$ cat config.mk
export PLATFORM = sky130hd
export DESIGN_NAME = case_bist_ctrl
export DESIGN_NICKNAME = d
export VERILOG_FILES = /design/src/rtl/case_bist_ctrl.sv
export SDC_FILE = /design/constraint.sdc
export NUM_CORES = 1
export LEC_CHECK = 0
export BUFFER_PORTS_ARGS = -buffer_cell sky130_fd_sc_hd__clkbuf_2
export CAP_MARGIN = 10
export CORE_UTILIZATION = 40
export DETAILED_ROUTE_END_ITERATION = 16
export SKIP_LAST_GASP = 1
export SLEW_MARGIN = 40
export SYNTH_ARGS = -nofsm -noshare
export SYNTH_HDL_FRONTEND = slang
export SYNTH_SLANG_ARGS = --single-unit
$ cat constraint.sdc
create_clock -name clk -period 2.3 [get_ports clk]
set_input_delay 0 -clock clk [delete_from_list [all_inputs] [get_ports clk]]
set_output_delay 0 -clock clk [all_outputs]
set_load 0.01 [all_outputs]
$ cat src/rtl/case_bist_ctrl.sv
// BIST sequencer: LFSR stimulus into a fixed-latency decoder and MISR compaction of its
// 1-bit result. The signature is compared against an expected value captured at start.
module case_bist_ctrl #(
    parameter int DEC_LAT = 0,
    parameter int CNT_W   = 16
) (
    input  logic             clk,
    input  logic             rst_n,
    input  logic             start,
    input  logic             abort,
    input  logic [63:0]      seed,
    input  logic [CNT_W-1:0] num_updates,
    input  logic [63:0]      expect_sig,
    output logic [23:0]      stim,
    output logic             stim_vld,
    input  logic             dec_out,
    output logic             busy,
    output logic             done,
    output logic             pass,
    output logic             fail,
    output logic [63:0]      signature
);

    typedef enum logic [2:0] {S_IDLE, S_SEED, S_RUN, S_DRAIN, S_CHECK} state_t;

    state_t           state_q, state_d;
    logic [63:0]      crc_q, crc_d, sum_q, sum_d;
    logic [63:0]      seed_q, seed_d, exp_q, exp_d;
    logic [CNT_W-1:0] num_q, num_d, cnt_q, cnt_d;
    logic             pass_q, pass_d, held_q, held_d;
    logic             dly_vld, pipe_empty, match;

    function automatic logic [63:0] lfsr_step(input logic [63:0] v);
        return {v[62:0], v[63] ^ v[2] ^ v[0]};
    endfunction

    function automatic logic [63:0] misr_step(input logic [63:0] v, input logic b);
        return {v[62:0], v[63] ^ v[2] ^ v[0]} ^ {63'h0, b};
    endfunction

    // Valid shadow of the decoder pipeline: the delayed valid marks which dec_out to fold in.
    generate
        if (DEC_LAT == 0) begin : g_comb
            assign dly_vld    = stim_vld;
            assign pipe_empty = 1'b1;
        end else begin : g_pipe
            logic [DEC_LAT-1:0] vp_q;
            always_ff @(posedge clk) begin
                if (!rst_n || abort) begin
                    vp_q <= '0;
                end else begin
                    vp_q[0] <= stim_vld;
                    for (int i = 1; i < DEC_LAT; i++) vp_q[i] <= vp_q[i-1];
                end
            end
            assign dly_vld    = vp_q[DEC_LAT-1];
            assign pipe_empty = (vp_q == '0);
        end
    endgenerate

    always_ff @(posedge clk) begin
        if (!rst_n) begin
            state_q <= S_IDLE;
            crc_q   <= '0;
            sum_q   <= '0;
            seed_q  <= '0;
            exp_q   <= '0;
            num_q   <= '0;
            cnt_q   <= '0;
            pass_q  <= 1'b0;
            held_q  <= 1'b0;
        end else begin
            state_q <= state_d;
            crc_q   <= crc_d;
            sum_q   <= sum_d;
            seed_q  <= seed_d;
            exp_q   <= exp_d;
            num_q   <= num_d;
            cnt_q   <= cnt_d;
            pass_q  <= pass_d;
            held_q  <= held_d;
        end
    end

    assign match = (sum_q == exp_q);

    always_comb begin
        state_d = state_q;
        crc_d   = crc_q;
        sum_d   = dly_vld ? misr_step(sum_q, dec_out) : sum_q;
        seed_d  = seed_q;
        exp_d   = exp_q;
        num_d   = num_q;
        cnt_d   = cnt_q;
        pass_d  = pass_q;
        held_d  = held_q;
        case (state_q)
            S_IDLE: begin
                if (start) begin
                    seed_d  = seed;
                    num_d   = num_updates;
                    exp_d   = expect_sig;
                    pass_d  = 1'b0;
                    held_d  = 1'b0;
                    sum_d   = '0;
                    state_d = S_SEED;
                end
            end
            S_SEED: begin
                crc_d   = seed_q;
                cnt_d   = '0;
                state_d = (num_q == '0) ? S_CHECK : S_RUN;
            end
            S_RUN: begin
                crc_d = lfsr_step(crc_q);
                cnt_d = cnt_q + CNT_W'(1);
                // Compare against N-1 so the all-ones count never needs a wider counter.
                if (cnt_q == num_q - CNT_W'(1)) state_d = S_DRAIN;
            end
            S_DRAIN: begin
                if (pipe_empty) state_d = S_CHECK;
            end
            S_CHECK: begin
                pass_d  = match;
                held_d  = 1'b1;
                state_d = S_IDLE;
            end
            default: state_d = S_IDLE;
        endcase
        if (abort) begin
            state_d = S_IDLE;
            sum_d   = '0;
            crc_d   = '0;
            cnt_d   = '0;
            pass_d  = 1'b0;
            held_d  = 1'b0;
        end
    end

    assign stim      = crc_q[23:0];
    assign stim_vld  = (state_q == S_RUN);
    assign busy      = (state_q != S_IDLE);
    assign done      = (state_q == S_CHECK) && !abort;
    assign pass      = (state_q == S_CHECK) ? (match && !abort) : pass_q;
    assign fail      = (state_q == S_CHECK) ? (!match && !abort) : (held_q && !pass_q);
    assign signature = sum_q;

endmodule

After elaboration in Yosys (flattened, before gate mapping)
Index checks and enable logic that the tools add are counted.
- output and inout bits: 93
- memories: 0
- memory bits (read-only): 0
- input port bits: 149
- bits in registers: 293
- memory bits (writable): 0
- latch bits: 0
- logic and storage cells: 55
- div/mod/pow operators: 0
- eq/ne operators: 8
- muxes and demuxes: 14
- shifts and indexed selects: 0
- $mul: 0
- reductions and logical operators: 16
- magnitude comparators: 0
- add/sub/neg operators: 2
- bitwise operators: 6
- operators by type and width (operator ; number):
    $mux W64 ; 3
    $pmux W64 S2 ; 1
    $eq A64 B64 Y1 ; 1
    $xor A64 B1 Y64 ; 1
    $pmux W16 S2 ; 1
    $add A16 B1 Y16 const B ; 1
    $eq A16 B16 Y1 ; 1
    $logic_not A16 Y1 ; 1
    $sub A16 B1 Y16 const B ; 1
    $pmux W3 S4 ; 1
    $mux W3 ; 3
    $eq A3 B2 Y1 const B ; 2
    $reduce_and A2 Y1 ; 3
    $logic_and A1 B1 Y1 ; 4
    $pmux W1 S2 ; 2
    $reduce_bool A2 Y1 ; 2
    $xor A1 B1 Y1 ; 4
    $eq A3 B1 Y1 const B ; 1
    $eq A3 B3 Y1 const B ; 1
    $logic_not A1 Y1 ; 3
    $logic_not A3 Y1 ; 1
    $mux W1 ; 3
    $reduce_bool A3 Y1 ; 1
    $ne A2 B1 Y1 const B ; 1
    3 further kinds ; 3

Longest topological paths before layout
Gate-level depths: netlist (run 1).
- depth in word-level cells: 6
- depth in mapped cells: 9
- mapped depth without buffers: 9

Least setup slack after synthesis (run 1)
Ideal clock, no wire load.
- path kind: reg2reg
- from: register num_q[0]
- to: register state_q[2]
- slack: -0.043 ns
- period minus slack after synthesis: 2.343 ns
- stages on the path, launching flop included: 10
- buffers on the path: 0
- required time: 2.197 ns
- arrival: 2.240 ns
- library setup time: 0.103 ns
- cell sequence: dfxtp_1 inv_1 ha_1 nor3b_4 nand2_1 or4_2 xnor2_1 nor3_1 a31oi_1 a2111oi_2
- cells in the longest elaborated chain, start to end: 4
- elaborated cells between the ends (all ways): 7
- those cells by class: add/sub: 1; eq/ne: 2; mux: 2; reduce/logical: 2
- ends and longest elaborated chain (item ; RTL line ; text):
    start: declaration ; 29 ; logic [CNT_W-1:0] num_q, num_d, cnt_q, cnt_d;
    start signal: assignment ; 78 ; num_q <= num_d;
    $sub A16 B1 Y16 ; 118 ; if (cnt_q == num_q - CNT_W'(1)) state_d = S_DRAIN;
    $eq A16 B16 Y1 ; 118 ;
    $ne A2 B1 Y1 (no source line) ; - ;
    $reduce_and A2 Y1 (no source line) ; - ;
    end signal: assignment ; 73 ; state_q <= state_d;
    end: declaration ; 26 ; state_t state_q, state_d;
Several ways; a longest one is shown, not always the timed one.
A chain may end at the register's enable or synchronous reset.

Worst setup path after layout (run 1)
- from: register sum_q[9], in the netlist signature[9]
- to: output port pass
- cells in the longest elaborated chain, start to end: 3
- ends and longest elaborated chain (item ; RTL line ; text):
    start: declaration ; 27 ; logic [63:0] crc_q, crc_d, sum_q, sum_d;
    start signal: assignment ; 75 ; sum_q <= sum_d;
    $eq A64 B64 Y1 ; 85 ; assign match = (sum_q == exp_q);
    $logic_and A1 B1 Y1 ; 144 ; assign pass = (state_q == S_CHECK) ? (match && !abort) : pass_q;
    $mux W1 ; 144 ;
    end: declaration ; 19 ; output logic pass,
Every way passes these cells.

==> results of run 1 <==
## kinds of logic (layout without fill, tap and decap cells)
| group | Yosys count | after routing | synth area share [%] |
|---|---|---|---|
| AOI/OAI and AO/OA | 369 | 369 | 19.6 |
| buffers and inverters | 138 | 489 | 5.05 |
| DFF | 293 | 293 | 47.6 |
| other | 0 | 2 | 0 |
| adders and majority gates | 3 | 3 | 0.305 |
| muxes | 10 | 10 | 0.894 |
| and+or+nand+nor | 602 | 602 | 20.1 |
| xor gates and xnor gates | 90 | 90 | 6.40 |
## what timing repair did
action,in CTS,in global routing
endpoints found under the hold margin,146,0
pin swaps,5,12
hold buffers,146,0
setup buffers,2,3
endpoints found under the setup margin,4,6
resized for setup,14,31
## area by class of cell
type	instances	area [um2]
Inverter	8	32.5
Clock buffer	46	962
Sequential cell	293	5890
Antenna cell	2	5.00
Timing Repair Buffer	427	3070
Fill cell	2805	13400
Clock inverter	8	93.8
Multi-Input combinational cell	1074	6020
Tap cell	390	488
## final timing paths
| kind | startpoint | to | slack (ns) | cells past startpoint |
|---|---|---|---|---|
| hold / removal | rst_n | state_q[2] | 0.02 | 5 |
| hold reg to reg | crc_q[44] | crc_q[44] | 0.46 | 2 |
| setup reg to reg | num_q[1] | state_q[2] | 0.08 | 11 |
| setup / recovery | signature[9] | pass | -0.15 | 8 |
## power by group through the flow
stage	clock [mW]	combinational, mW	sequential (mW)
after floorplan	0	0.651	5.45
after global placement	0	1.05	5.47
after detailed placement	0	1.06	5.47
after CTS	5.20	1.28	5.36
after global routing	5.43	1.43	5.38
final	5.06	1.30	5.36
## per-layer routing
layer / track usage (%) / share of wire (%) / vias to the layer above
met4: 4.59 / 1.8 / 0
met2: 37.4 / 48 / 264
li1: - / - / 5673
met5: 0 / 0 / -
met3: 3.75 / 5.3 / 45
met1: 27.2 / 45 / 5218
## placed cells by master, fill, tap and decap left out, types with 3 or more instances in the layout
cell and count:
or3_1 3, a21oi_1 139, o21ai_0 9, nand2_1 496, clkinv_2 5, dlygate4sd3_1 146, xor2_1 73, a22oi_1 64
clkbuf_8 13, nor3_1 6, buf_12 8, buf_4 32, mux2_2 7, xnor2_1 14, clkbuf_2 239, nor4_2 11
nand4_1 13, a21boi_0 144, nor2_1 26, inv_1 5, xor2_2 3, nor4_1 9, nor3_2 3, clkbuf_16 31
nand3_1 9, dfxtp_4 3, dfxtp_1 280, dfxtp_2 10
## worst register-to-register path, stage by stage, from the launching register on
cell and delay [ns]:
dfxtp_1 0.39, inv_2 0.08, ha_4 0.16, nor3b_4 0.15
buf_4 0.15, buf_4 0.14, mux2_2 0.22, mux2i_1 0.06
o21ai_0 0.19, and4_1 0.28, a31oi_4 0.10, a2111oi_2 0.21
## sequential cells by signal, indices dropped and copies added (netlist names)
signal     cells
cnt_q         16
crc_q         64
exp_q         64
held_q         1
num_q         16
pass_q         1
seed_q        64
signature     64
state_q        3
==> flow_metrics.env, run 1 <==
export IMPL_yosys_top_cells_area="dfxtp_1, nand2_1, a21boi_0"
export IMPL_drt_wl_total_um=35000
export IMPL_final_area_um2=16600
export IMPL_final_hold_viol_count=0
export IMPL_finalNetCount=1987
export IMPL_power_mw=11.7
export IMPL_slew_headroom_pct=50.0
export IMPL_detail_route_antenna_nets=0
export IMPL_crit_path_frequent_cell="nand2_1"
export IMPL_path_cells="xor2_1, nor4_1, nand4_1, nor4_4, buf_4, nand2_1, nand2_1, buf_2"
export IMPL_worstMarginPinSlew_ns=0.749
export IMPL_power_density_nw_per_um2=708
export IMPL_period_share_pct=106
export IMPL_postPlaceCellArea_um2=13800
export IMPL_grt_overflow_total=0
export IMPL_worst_setup_path_end_kind="output pin"
export IMPL_worst_skew_pair_late_latency_ns=0.55
export IMPL_htree_levels=1
export IMPL_hold_ws_ns=0.0172
export IMPL_synth_top_area_share_pct=47.6
export IMPL_crit_buf_inv=2
export IMPL_clock_path_buffers=3
export IMPL_syn_num_nets=1657
export IMPL_netSwitchingFraction_pct=23.7
export IMPL_detailed_place_hpwl_um=22500
export IMPL_grt_usage_pct=21.3
export IMPL_yosysMostFrequentCell="nand2_1"
export IMPL_fin_worst_skew_ns=0.0174
export IMPL_power_internal_mw=8.95
export IMPL_cts_sinks=293
export IMPL_status="finished with violations"
export IMPL_ys_ff_latch=293
export IMPL_drtIter0Drc=571
export IMPL_viasPerCell=4.98
export IMPL_detail_route_wl_per_cell_um=15.6
export IMPL_synth_common_cells="nand2_1, dfxtp_1, a21boi_0"
export IMPL_drtPass1Iterations=5
export IMPL_synth_warnings=0
export IMPL_fin_util_pct=55.3
export IMPL_io_pins=242
export IMPL_cts_buffers=31
export IMPL_cts_tree="yes"
export IMPL_arrival_ns=2.45
export IMPL_p_comb_share_pct=11.1
export IMPL_p_sw_mw=2.78
export IMPL_synth_area_leader_cell="dfxtp_1"
export IMPL_antenna_found_initial=2
export IMPL_postSynthAreaPerCell_um2=8.18
export IMPL_cts_root_buf="clkbuf_16"
export IMPL_die_area_um2=31500
export IMPL_ir_worst_vdd_mv=0.511
export IMPL_synthCells=1505
export IMPL_die_x_um=177
export IMPL_grt_max_degree=106
export IMPL_fin_tns_setup_ns=-0.278
export IMPL_synth_edf_count=0
export IMPL_core_rowCount=63
export IMPL_layout_drive_gt1_share_pct=21.2
export IMPL_seq_area_frac_synth_pct=47.6
export IMPL_worst_setup_path_type="reg2out"
export IMPL_required_ns=2.30
export IMPL_crit_fanout=4
export IMPL_p_leak_nw=6.70
export IMPL_async_reset_ff_share_pct=0
export IMPL_fin_ws_ns=-0.148
export IMPL_grt_pass1_vias=10500
export IMPL_crit_slowest_cell="dfxtp_1"
export IMPL_failed_checks="negative setup slack"
export IMPL_clkTransAtPathRegs_ns=0.06
export IMPL_worstHoldPathType="in2reg"
export IMPL_period_minus_slack_ns=2.45
export IMPL_post_place_ws_ns=-0.0637
export IMPL_max_freq_mhz=408
export IMPL_slew_viol_final=0
export IMPL_drv_cap=0
export IMPL_ys_dominant_reg_cell="dfxtp_1"
export IMPL_gp_congestion=0.812
export IMPL_max_stage_delay_ns=0.40
export IMPL_dieHeight_um=177
export IMPL_coreArea_um2=30000
export IMPL_setup_viol=2
export IMPL_critPathLaunchType="register"
export IMPL_area_growth_pct=34.5
export IMPL_rsz0062_at_grt="true"
export IMPL_start_util_pct=41.1
export IMPL_clkPwrFrac_pct=43.2
export IMPL_yosys_cell_types_count=51
export IMPL_path_delay_family="simple AND/OR/NAND/NOR gates"
export IMPL_numPortBuffers=241
export IMPL_place_inst=2041
export IMPL_seqPwrFrac_pct=45.7
export IMPL_stdcell_count=2248
export IMPL_syn_area_um2=12300
export IMPL_grt_pass1_wl_um=54200
export IMPL_route_vias_total=11200
export IMPL_drc=0
No activity file was read; power rests on OpenSTA's default activity.
==> inputs of run 2 (changes only) <==
--- a/config.mk
+++ b/config.mk
@@ -9,6 +9,7 @@
 export CAP_MARGIN = 10
 export CORE_UTILIZATION = 40
 export DETAILED_ROUTE_END_ITERATION = 16
+export HOLD_SLACK_MARGIN = 0.12
 export SKIP_LAST_GASP = 1
 export SLEW_MARGIN = 40
 export SYNTH_ARGS = -nofsm -noshare
==> constraint.sdc (replaced) <==
create_clock -name clk -period 2.3 [get_ports clk]
set_input_delay 0.23 -clock clk [delete_from_list [all_inputs] [get_ports clk]]
set_output_delay 0.23 -clock clk [all_outputs]
set_load 0.01 [all_outputs]
==> run 2 against run 1 <==
Effect of this change:
- the run still ends with negative setup slack left
- cell count up 0.44%
- flip-flop and latch count unchanged
- largest cell class unchanged
- first-iteration DRC count is 18% higher
- sequential power about the same
- global-route usage grew 0.52 points
==> flow_metrics.env, run 2 (synthesis gave the netlist of run 1 again) <==
export IMPL_status="finished with violations"
export IMPL_failed_checks="negative setup slack"
export IMPL_cts_tree="yes"
export IMPL_period_share_pct=115
export IMPL_power_internal_mw=9.02
export IMPL_viasPerCell=5.00
export IMPL_grt_pass1_vias=10800
export IMPL_netSwitchingFraction_pct=24.0
export IMPL_crit_fanout=3
export IMPL_finalNetCount=1995
export IMPL_area_growth_pct=35.3
export IMPL_drv_cap=0
export IMPL_grt_overflow_total=0
export IMPL_worst_setup_path_end_kind="output pin"
export IMPL_worst_setup_path_type="reg2out"
export IMPL_crit_start="exp_q[49]"
export IMPL_max_freq_mhz=377
export IMPL_required_ns=2.07
export IMPL_period_minus_slack_ns=2.65
export IMPL_slew_viol_final=0
export IMPL_reg2reg_from="num_q[0]"
export IMPL_dr_wl_met2_um=17000
export IMPL_fin_ws_ns=-0.350
export IMPL_fin_worst_skew_ns=0.00993
export IMPL_cts_buffers=34
export IMPL_critPathLaunchType="register"
export IMPL_detailed_place_hpwl_um=22800
export IMPL_dieHeight_um=177
export IMPL_p_comb_share_pct=11.1
export IMPL_setup_viol=2
export IMPL_coreArea_um2=30000
export IMPL_final_area_um2=16700
export IMPL_drt_wl_total_um=35500
export IMPL_power_mw=11.9
export IMPL_wl_met1_um=15800
export IMPL_worst_skew_pair_late_latency_ns=0.50
export IMPL_antenna_found_initial=2
export IMPL_seqPwrFrac_pct=45.1
export IMPL_gp_congestion=0.860
export IMPL_die_x_um=177
export IMPL_clock_path_buffers=3
export IMPL_hold_ws_ns=0.156
export IMPL_route_vias_total=11300
export IMPL_htree_levels=2
export IMPL_p_leak_nw=6.74
export IMPL_mostFrequentLayoutCells="nand2_1, dfxtp_1, clkbuf_2, a21boi_0, dlygate4sd3_1"
export IMPL_worstHoldPathType="in2reg"
export IMPL_final_common_cell="nand2_1"
export IMPL_drtIter0Drc=675
export IMPL_power_density_nw_per_um2=713
export IMPL_cts_sinks=293
export IMPL_die_area_um2=31500
export IMPL_slew_headroom_pct=49.3
export IMPL_io_pins=242
export IMPL_ir_worst_vdd_mv=0.476
export IMPL_clkTransAtPathRegs_ns=0.05
export IMPL_clkPwrFrac_pct=43.8
export IMPL_worstMarginPinSlew_ns=0.761
export IMPL_cts_root_buf="clkbuf_16"
export IMPL_grt_max_degree=86
export IMPL_drc=0
export IMPL_start_util_pct=41.1
export IMPL_final_hold_viol_count=0
export IMPL_detail_route_wl_per_cell_um=15.7
export IMPL_grt_pass1_wl_um=55300
export IMPL_routed_wl_met3_um=2130
export IMPL_layout_drive_gt1_share_pct=21.0
export IMPL_core_rowCount=63
export IMPL_drtPass1Iterations=5
export IMPL_highest_layer="met4"
export IMPL_fill_cells=2771
export IMPL_rsz0062_at_grt="true"
export IMPL_arrival_ns=2.42
export IMPL_postPlaceCellArea_um2=13900
export IMPL_min_delay_start="abort"
export IMPL_detail_route_antenna_nets=0
export IMPL_p_sw_mw=2.85
export IMPL_grt_usage_pct=21.9
export IMPL_numPortBuffers=241
-- run 2: area by class of cell --
cell class / instances / area [um2] / share of cell area (%)
Sequential cell: 293 / 5880 / 35.3
Antenna cell: 2 / 5.00 / 0.0300
Timing Repair Buffer: 432 / 3170 / 19.0
Multi-Input combinational cell: 1074 / 5980 / 35.9
Tap cell: 390 / 488 / 2.93
Inverter: 8 / 35.0 / 0.210
Clock buffer: 52 / 1050 / 6.32
Clock inverter: 7 / 41.3 / 0.248
-- run 2: path summary, 6_finish.rpt --
path | cells after the start | to | slack, ns
worst min-delay path | 4 | cnt_q[4] | 0.16
worst min register to register | 2 | crc_q[54] | 0.45
worst max-delay path | 8 | fail | -0.35
worst max register to register | 10 | state_q[0] | 0.12
-- run 2: power groups by stage --
stage          sequential (mW)  combinational, mW  clock, mW
4_1_cts                   5.36               1.31       5.34
5_1_grt                   5.38               1.45       5.55
6_report                  5.36               1.32       5.20
3_5_place_dp              5.47               1.09          0
2_1_floorplan             5.45              0.651          0
3_3_place_gp              5.46               1.07          0
-- run 2: what timing repair did --
action,4_1_cts,5_1_grt
setup endpoints to repair,3,9
pin swaps,7,11
endpoints found under the hold margin,144,0
gates cloned,0,1
buffers inserted,1,3
hold buffers,144,0
resized for setup,18,21
-- run 2: stage by stage --
stage	TNS, ns	utilization, %	cells	setup WS (ns)
after floorplan	0	-	1505	0.112
after global placement	-0.197	46.3	2046	-0.106
final	-0.685	55.6	2258	-0.350
after CTS	-0.682	55.1	2252	-0.344
after detailed placement	-0.116	46.4	2048	-0.0657
after global routing	-0.862	55.6	2256	-0.412
-- run 2: critical path, cell delays in order, from the launching register on --
cell and delay [ns]:
dfxtp_2 0.34, xor2_2 0.18, nor4_2 0.36, buf_4 0.19, nand4_1 0.14, nor4_4 0.30
buf_4 0.18, o31ai_1 0.08, buf_2 0.16
-- run 2: per-layer routing --
layer,global-route usage [%],vias to the layer above
met2,38.0,292
li1,-,5697
met1,27.5,5256
met5,0,-
met4,5.77,0
met3,4.20,45
